===== config.mk =====
export PLATFORM = sky130hd
export DESIGN_NAME = p4_router_egr_port_shaper_flat
export DESIGN_NICKNAME = d
export VERILOG_FILES = /design/src/rtl/p4_router_egr_port_shaper_if.sv /design/src/rtl/p4_router_egr_port_shaper.sv /design/src/flat_wrapper.sv
export SDC_FILE = /design/constraint.sdc
export NUM_CORES = 2
export LEC_CHECK = 0
export ABC_AREA = 0
export ABC_CLOCK_PERIOD_IN_PS = 38400
export BUFFER_PORTS_ARGS = -buffer_cell sky130_fd_sc_hd__buf_2
export CAP_MARGIN = 20
export CORE_AREA = 5 5 442 444
export CTS_CLUSTER_DIAMETER = 100
export CTS_CLUSTER_SIZE = 14
export DETAILED_ROUTE_END_ITERATION = 16
export DIE_AREA = 0 0 447 449
export PLACE_DENSITY = 0.68
export SYNTH_ARGS = -nofsm -noshare
export SYNTH_HDL_FRONTEND = slang
export SYNTH_SLANG_ARGS = --single-unit

===== constraint.sdc =====
create_clock -name clk -period 38.4 [get_ports clk]
set_clock_uncertainty 0.1 [all_clocks]
set_input_delay 9.6 -clock clk [delete_from_list [all_inputs] [get_ports clk]]
set_output_delay 9.6 -clock clk [all_outputs]
set_load 0.05 [all_outputs]

===== src/rtl/p4_router_egr_port_shaper_if.sv =====
// Egress shaper port bundle: configuration writes in, dequeue notifications in,
// per-port eligibility and bad-port error out.
interface p4_router_egr_port_shaper_if #(
  parameter int NUM_EGR_PORTS = 16,
  parameter int TOKEN_W       = 24,
  parameter int RATE_W        = 16,
  parameter int MTU_BYTES     = 2000
) ();
  // One spare index bit so that out-of-range port numbers can be presented and flagged.
  localparam int PORT_W = $clog2(NUM_EGR_PORTS + 1);
  localparam int DEQ_W  = $clog2(MTU_BYTES + 1);

  // cfg_wr_en and deq_valid are single-cycle strobes with no ready/backpressure:
  // the payload beside each strobe is consumed in the cycle the strobe is high.
  logic                     cfg_wr_en;
  logic [PORT_W-1:0]        cfg_port;
  logic                     cfg_enable;
  logic [RATE_W-1:0]        cfg_rate;
  logic [TOKEN_W-2:0]       cfg_burst;
  logic                     deq_valid;
  logic [PORT_W-1:0]        deq_port;
  logic [DEQ_W-1:0]         deq_bytes;
  logic [NUM_EGR_PORTS-1:0] port_eligible;
  logic                     deq_port_err;

  modport master (
    output cfg_wr_en, cfg_port, cfg_enable, cfg_rate, cfg_burst,
    output deq_valid, deq_port, deq_bytes,
    input  port_eligible, deq_port_err
  );

  modport slave (
    input  cfg_wr_en, cfg_port, cfg_enable, cfg_rate, cfg_burst,
    input  deq_valid, deq_port, deq_bytes,
    output port_eligible, deq_port_err
  );
endinterface


===== src/rtl/p4_router_egr_port_shaper.sv =====
// Per-egress-port token-bucket shaper: signed byte credit per port, refilled every
// TICK_DIV cycles, debited on dequeue; registered eligibility towards the scheduler.
module p4_router_egr_port_shaper #(
  parameter int NUM_EGR_PORTS = 16,
  parameter int TOKEN_W       = 24,
  parameter int RATE_W        = 16,
  parameter int TICK_DIV      = 256,
  parameter int MTU_BYTES     = 2000
) (
  input  logic clk,
  input  logic rst,
  p4_router_egr_port_shaper_if.slave bus
);
  localparam int PORT_W = $clog2(NUM_EGR_PORTS + 1);
  localparam int DEQ_W  = $clog2(MTU_BYTES + 1);
  localparam int TICK_W = (TICK_DIV > 1) ? $clog2(TICK_DIV) : 1;

  localparam logic signed [TOKEN_W-1:0] TOK_MIN     = {1'b1, {(TOKEN_W-1){1'b0}}};
  localparam logic signed [TOKEN_W:0]   TOK_MIN_EXT = {2'b11, {(TOKEN_W-1){1'b0}}};

  logic [TICK_W-1:0]         tick_cnt;
  logic                      refill;
  logic                      cfg_hit;
  logic                      deq_hit;

  logic [NUM_EGR_PORTS-1:0]  en_q, en_d;
  logic [RATE_W-1:0]         rate_q  [NUM_EGR_PORTS];
  logic [RATE_W-1:0]         rate_d  [NUM_EGR_PORTS];
  logic [TOKEN_W-2:0]        burst_q [NUM_EGR_PORTS];
  logic [TOKEN_W-2:0]        burst_d [NUM_EGR_PORTS];
  logic signed [TOKEN_W-1:0] tok_q   [NUM_EGR_PORTS];
  logic signed [TOKEN_W-1:0] tok_d   [NUM_EGR_PORTS];
  logic [NUM_EGR_PORTS-1:0]  elig_q, elig_d;
  logic                      err_q;

  // Refill tick: every port gains its rate in the last cycle of each TICK_DIV window.
  assign refill = (tick_cnt == TICK_W'(TICK_DIV - 1));

  always_ff @(posedge clk or posedge rst) begin
    if (rst) begin
      tick_cnt <= '0;
    end else if (refill) begin
      tick_cnt <= '0;
    end else begin
      tick_cnt <= tick_cnt + TICK_W'(1);
    end
  end

  // Out-of-range ports are dropped here so no per-port logic can ever match them.
  assign cfg_hit = bus.cfg_wr_en && (bus.cfg_port < PORT_W'(NUM_EGR_PORTS));
  assign deq_hit = bus.deq_valid && (bus.deq_port < PORT_W'(NUM_EGR_PORTS));

  always_comb begin : token_update
    logic signed [TOKEN_W:0] sum;
    logic signed [TOKEN_W:0] burst_ext;
    sum       = '0;
    burst_ext = '0;
    en_d      = en_q;
    elig_d    = '1;
    for (int p = 0; p < NUM_EGR_PORTS; p++) begin
      rate_d[p]  = rate_q[p];
      burst_d[p] = burst_q[p];
      tok_d[p]   = tok_q[p];

      // One extra bit of headroom so the sum can be compared against both clamps.
      sum = $signed({tok_q[p][TOKEN_W-1], tok_q[p]});
      if (refill) begin
        sum = sum + $signed({{(TOKEN_W + 1 - RATE_W){1'b0}}, rate_q[p]});
      end
      if (deq_hit && (bus.deq_port == PORT_W'(p))) begin
        sum = sum - $signed({{(TOKEN_W + 1 - DEQ_W){1'b0}}, bus.deq_bytes});
      end
      burst_ext = $signed({2'b00, burst_q[p]});

      if (cfg_hit && (bus.cfg_port == PORT_W'(p))) begin
        en_d[p]    = bus.cfg_enable;
        rate_d[p]  = bus.cfg_rate;
        burst_d[p] = bus.cfg_burst;
        tok_d[p]   = $signed({1'b0, bus.cfg_burst});
      end else if (!en_q[p]) begin
        tok_d[p] = $signed({1'b0, burst_q[p]});
      end else if (sum > burst_ext) begin
        tok_d[p] = $signed({1'b0, burst_q[p]});
      end else if (sum < TOK_MIN_EXT) begin
        tok_d[p] = TOK_MIN;
      end else begin
        tok_d[p] = $signed(sum[TOKEN_W-1:0]);
      end

      elig_d[p] = !en_d[p] || !tok_d[p][TOKEN_W-1];
    end
  end

  always_ff @(posedge clk or posedge rst) begin
    if (rst) begin
      en_q   <= '0;
      elig_q <= '1;
      err_q  <= 1'b0;
      for (int p = 0; p < NUM_EGR_PORTS; p++) begin
        rate_q[p]  <= '0;
        burst_q[p] <= '0;
        tok_q[p]   <= '0;
      end
    end else begin
      en_q   <= en_d;
      elig_q <= elig_d;
      err_q  <= bus.deq_valid && !deq_hit;
      for (int p = 0; p < NUM_EGR_PORTS; p++) begin
        rate_q[p]  <= rate_d[p];
        burst_q[p] <= burst_d[p];
        tok_q[p]   <= tok_d[p];
      end
    end
  end

  assign bus.port_eligible = elig_q;
  assign bus.deq_port_err  = err_q;
endmodule

===== src/flat_wrapper.sv =====
// flat-port wrapper written by rule: the top's interface ports become plain ports
module p4_router_egr_port_shaper_flat 
#(
  parameter int NUM_EGR_PORTS = 16,
  parameter int TOKEN_W       = 24,
  parameter int RATE_W        = 16,
  parameter int TICK_DIV      = 256,
  parameter int MTU_BYTES     = 2000
)
  (clk, rst, bus_cfg_wr_en, bus_cfg_port, bus_cfg_enable, bus_cfg_rate, bus_cfg_burst, bus_deq_valid, bus_deq_port, bus_deq_bytes, bus_port_eligible, bus_deq_port_err);
  p4_router_egr_port_shaper_if #(.NUM_EGR_PORTS(NUM_EGR_PORTS), .TOKEN_W(TOKEN_W), .RATE_W(RATE_W), .MTU_BYTES(MTU_BYTES)) bus_i ();
  input  logic clk;
  input  logic rst;
  input wire logic [$bits(bus_i.cfg_wr_en)-1:0] bus_cfg_wr_en;
  input wire logic [$bits(bus_i.cfg_port)-1:0] bus_cfg_port;
  input wire logic [$bits(bus_i.cfg_enable)-1:0] bus_cfg_enable;
  input wire logic [$bits(bus_i.cfg_rate)-1:0] bus_cfg_rate;
  input wire logic [$bits(bus_i.cfg_burst)-1:0] bus_cfg_burst;
  input wire logic [$bits(bus_i.deq_valid)-1:0] bus_deq_valid;
  input wire logic [$bits(bus_i.deq_port)-1:0] bus_deq_port;
  input wire logic [$bits(bus_i.deq_bytes)-1:0] bus_deq_bytes;
  output wire logic [$bits(bus_i.port_eligible)-1:0] bus_port_eligible;
  output wire logic [$bits(bus_i.deq_port_err)-1:0] bus_deq_port_err;
  assign bus_i.cfg_wr_en = bus_cfg_wr_en;
  assign bus_i.cfg_port = bus_cfg_port;
  assign bus_i.cfg_enable = bus_cfg_enable;
  assign bus_i.cfg_rate = bus_cfg_rate;
  assign bus_i.cfg_burst = bus_cfg_burst;
  assign bus_i.deq_valid = bus_deq_valid;
  assign bus_i.deq_port = bus_deq_port;
  assign bus_i.deq_bytes = bus_deq_bytes;
  assign bus_port_eligible = bus_i.port_eligible;
  assign bus_deq_port_err = bus_i.deq_port_err;
  p4_router_egr_port_shaper #(.NUM_EGR_PORTS(NUM_EGR_PORTS), .TOKEN_W(TOKEN_W), .RATE_W(RATE_W), .TICK_DIV(TICK_DIV), .MTU_BYTES(MTU_BYTES)) u_core (.clk(clk), .rst(rst), .bus(bus_i));
endmodule

* Word level (Yosys, flattened, before mapping)
Cells that the tools add are included.
** Cells by class
- Add/subtract/negate cells :: 33
- Order comparisons :: 34
- Equality and inequality tests :: 31
- Mux-type cells :: 113
- Reduce and logical (&&, ||, !) cells :: 86
** Operators with widths (count)
- 24-bit two-way mux :: 64
- 25-bit two-way mux :: 32
- 24-bit by 17-bit adder with 25-bit output :: 16
- 25-bit by 24-bit greater-than comparator with 1-bit output :: 16
- 25-bit by 24-bit less-than comparator with 1-bit output (second input constant) :: 16
- 25-bit by 12-bit subtractor with 25-bit output :: 16
- 5-bit by 4-bit equality test with 1-bit output (second input constant) :: 16
- 5-bit by 3-bit equality test with 1-bit output (second input constant) :: 8
- 1-bit logical AND :: 35
- 1-bit logical NOT :: 33
- 5-bit by 2-bit equality test with 1-bit output (second input constant) :: 4
- 1-bit logical OR :: 16
- 1-bit two-way mux :: 16
- 5-bit by 1-bit equality test with 1-bit output (second input constant) :: 2
- 5-bit logical NOT :: 2
- 5-bit less-than comparator (second input constant) :: 2
- 8-bit by 1-bit adder with 8-bit output (second input constant) :: 1
- 8-bit equality test (second input constant) :: 1
- 8-bit two-way mux :: 1
** Storage, ports and cells
- Register bits :: 1049
- Input port bits :: 65
- Word-level logic and storage cells :: 349

* Longest topological paths before layout
- Word-level depth :: 11
- Mapped depth :: 42
- Depth with buffers taken out :: 34

* Worst setup path after synthesis
Ideal clock, no wire load.
- Kind :: input to register
- Start :: input port bus_deq_bytes[1]
- End :: register u_core.tok_q[128] (netlist bit)
- Arrival :: 14696 ps
- Required time :: 38234 ps
- Slack :: 23537 ps
- Stages on the path :: 26
- Cells stage by stage :: inv_1 > ha_1 > nor2b_1 > o21ai_1 > nand2b_1 > a2111oi_0 > o31ai_1 > o31ai_2 > o2111a_1 > a2111o_1 > o31ai_1 > xor2_1 > ha_1 > a21o_1 > a21o_1 > a21o_1 > a21o_1 > a21o_1 > o31a_1 > nor4b_1 > nor4_2 > nor2_1 > and2_1 > buf_6 > buf_6 > a221o_1
** RTL lines
- start, declared :: line flat_wrapper.sv:21 : input wire logic [$bits(bus_i.deq_bytes)-1:0] bus_deq_bytes;
- end signal, assigned by index :: line p4_router_egr_port_shaper.sv:111 : tok_q[p] <= tok_d[p];
- end, declared :: line p4_router_egr_port_shaper.sv:31 : logic signed [TOKEN_W-1:0] tok_q [NUM_EGR_PORTS];

==> run summary <==
total die area: 0.201 mm^2
clk buf depth: 3
gpl congestion: 0.941
Hold/Removal Path Class: reg2reg
relative slew slack: 20.9%
Min-Delay Endpoint: u_core.rate_q[242]
fin. max-slew vios: 0
CTS Hold Buffers Added: 0
CTS resizes: 0
final wirelength: 285 mm
Hold Fails Final Rpt: 0
setup TNS: 0 ps
Min Clock Period, post-route: 16430 ps
Synth cell types: 132
CP required: 38940 ps
reg2reg setup slack: 28650 ps
worst-margin pin slew: 1190 ps
global-route wire length before repair: 433 mm
Rows: 161
crit-path max cell delay: 830 ps
Avg Inst Size Synth: 8.65 um^2
CTS tree: built
vias per cell: 6.13
Die Ht: 449 um
most frequent CP cell: o21ai_0
CTS Buf Count: 86
worst setup path startpoint: bus_deq_bytes[2]
EDFF count, synth: 0
layout net count: 10649
Storage cell area: 0.0263 mm^2
Final ANT Viol Nets: 0
Pre-Repair DR Iteration Count: 8
Syn Nets: 10763
Post-CTS Setup Bufs: 0
async set or reset register ratio after synthesis: 100%
number of max-cap violations: 0
Initial Util: 44.6%
detailed placement HPWL: 190 mm
leading post-synthesis cells by cell area: dfrtp_1 30%, ha_1 12%, nand2_1 5.5%
status: complete, no violations
share of the synthesized area in the top cell type: 30.3%
part of the Yosys area used for sequential elements: 30.8%
I/O pin total: 82
Max VDD drop: 0.0000378 V
Final period util: 42.8%
CP max FO: 23
input/output buffers: 81
PD cells: 64.3 mW/mm^2
synth cell count leaders: 1253 x nand2_1, 1033 x dfrtp_1, 801 x ha_1
CP Launch Type: input pin
die span in x: 447 um
critical path's slowest cell: a31oi_4
Hold Crit Depth: 2
proportion of layout cells with a drive suffix above 1: 8.30%
Vias: 75712
crit path DAT: 16970 ps
P_leak: 0.0447 uW
RSZ-0062 raised after global routing: no
WS Path Type: in2reg
worst r2r src: u_core.tick_cnt[0]
H-tree depth: 3
GRT Total Usage: 27.4%
Routed WL per cell: 23.1 um
startpoint of the worst hold path: u_core.rate_q[242]
reg2reg path depth: 28
critical path capture point type: register
Max Fclk: 60.9 MHz
initial antenna violation count: 39
Synth area leader: dfrtp_1
endpoints failing setup: 0
#FFs+latches synth: 1049
Syn Inst Count: 9865
reg2reg end: u_core.tok_q[24]
multi-input combinational cell area: 0.0544 mm^2
CTS Root Cell: clkbuf_16
most common cell in the netlist: nand2_1
vias in the first global route: 72860
clock sink count: 1049
worst-skew pair later-pin latency: 730 ps
largest net degree at the start of global routing: 167
Layout area overhead: 6.48%
Syn. warnings: 0
Core Util, Final: 47.5%
core area: 0.191 mm^2
grt total ovfl: 0
DRC violations left: 0
1st-iter DRT viols: 7809
Reg clk slew, reported paths: 70 ps
Syn Std Cell Area: 0.0853 mm^2
Fillers: 18021
Post-synth top flop: dfrtp_1
-- sequential cells by signal, summed over array words and instances (netlist names) --
name,flops
u_core.rate_q,256
u_core.bus.deq_port_err,1
u_core.en_q,16
u_core.bus.port_eligible,16
u_core.tok_q,384
u_core.burst_q,368
u_core.tick_cnt,8
-- cell families (layout without fill, tap and decap cells) --
| logic type | after synthesis | after routing | share of synthesized area [%] |
|---|---|---|---|
| xor+xnor | 595 | 595 | 6.11 |
| flops | 1049 | 1049 | 30.8 |
| other cells | 0 | 21 | 0 |
| mux | 473 | 473 | 5.94 |
| buf+inv | 1212 | 1161 | 5.67 |
| fa+ha+maj | 833 | 833 | 12.5 |
| simple gates | 3005 | 3005 | 17.1 |
| compound gates | 2698 | 2698 | 21.9 |
-- where the power goes --
| part | switching (uW) | internal (uW) |
|---|---|---|
| registers | 259 | 1380 |
| clock network | 457 | 434 |
| logic | 1950 | 1360 |
-- through the flow --
| step | std cells | hold WS (ps) | worst slack (ps) | power [uW] | area, um^2 |
|---|---|---|---|---|---|
| 2_1_floorplan | 9865 | 335 | 14250 | 4110 | 85300 |
| 3_3_place_gp | 12181 | 363 | 21220 | 4780 | 88200 |
| 3_5_place_dp | 12184 | 371 | 21330 | 4880 | 88200 |
| 4_1_cts | 12335 | 388 | 22100 | 5800 | 90700 |
| 5_1_grt | 12344 | 410 | 21550 | 6290 | 90800 |
| 6_report | 12361 | 386 | 21970 | 5850 | 90900 |
-- cell type report --
cell class	instances	area share [%]
clock buffer	142	2.68
clock inverter	9	0.0799
antenna	21	0.0578
inverter	795	3.29
tap	2526	3.48
multi-input combinational	7604	59.8
timing repair buffer	215	1.69
sequential	1049	28.9
-- cell usage in the layout, fill, tap and decap left out, drive strengths merged, types with 39 or more instances in the layout --
master / count
or3: 58
o21bai: 39
inv: 798
mux2i: 222
nor2b: 137
o211ai: 97
a221o: 110
and2: 105
dfrtp: 1033
o21ai: 610
ha: 801
nand4: 135
nand2b: 93
clkbuf: 142
nand3: 238
xnor2: 359
a21oi: 550
mux2: 251
or2: 44
a21boi: 39
a211oi: 82
o31ai: 56
nand2: 1254
a21o: 404
xor2: 236
and3: 154
buf: 215
a32o: 40
a22o: 42
o22ai: 117
nor4: 45
nor3: 173
a31oi: 55
o21a: 141
nor2: 425
-- worst max-delay path: cells and delay by family --
| kind | cells | cell delay (ps) |
|---|---|---|
| compound gates | 15 | 4590 |
| xor+xnor | 1 | 220 |
| fa+ha+maj | 2 | 650 |
| buf+inv | 5 | 1030 |
| simple gates | 6 | 810 |
-- metal layers --
metal	share of wire, %	track usage [%]
met3	7.5	4.05
met5	0.0025	0
met1	41	35.6
met4	6.3	16.1
met2	45	43.5
-- how the worst max path moves through the flow --
stage,endpoint,slack (ps),cells after the start
floorplan,u_core.burst_q[0],14250,1
CTS,u_core.tok_q[24],22100,29
global placement,u_core.tok_q[24],21220,29
detailed placement,u_core.tok_q[24],21330,29
global route,u_core.tok_q[24],21550,29
finish,u_core.tok_q[24],21970,29
(Power assumes the default switching activity.)
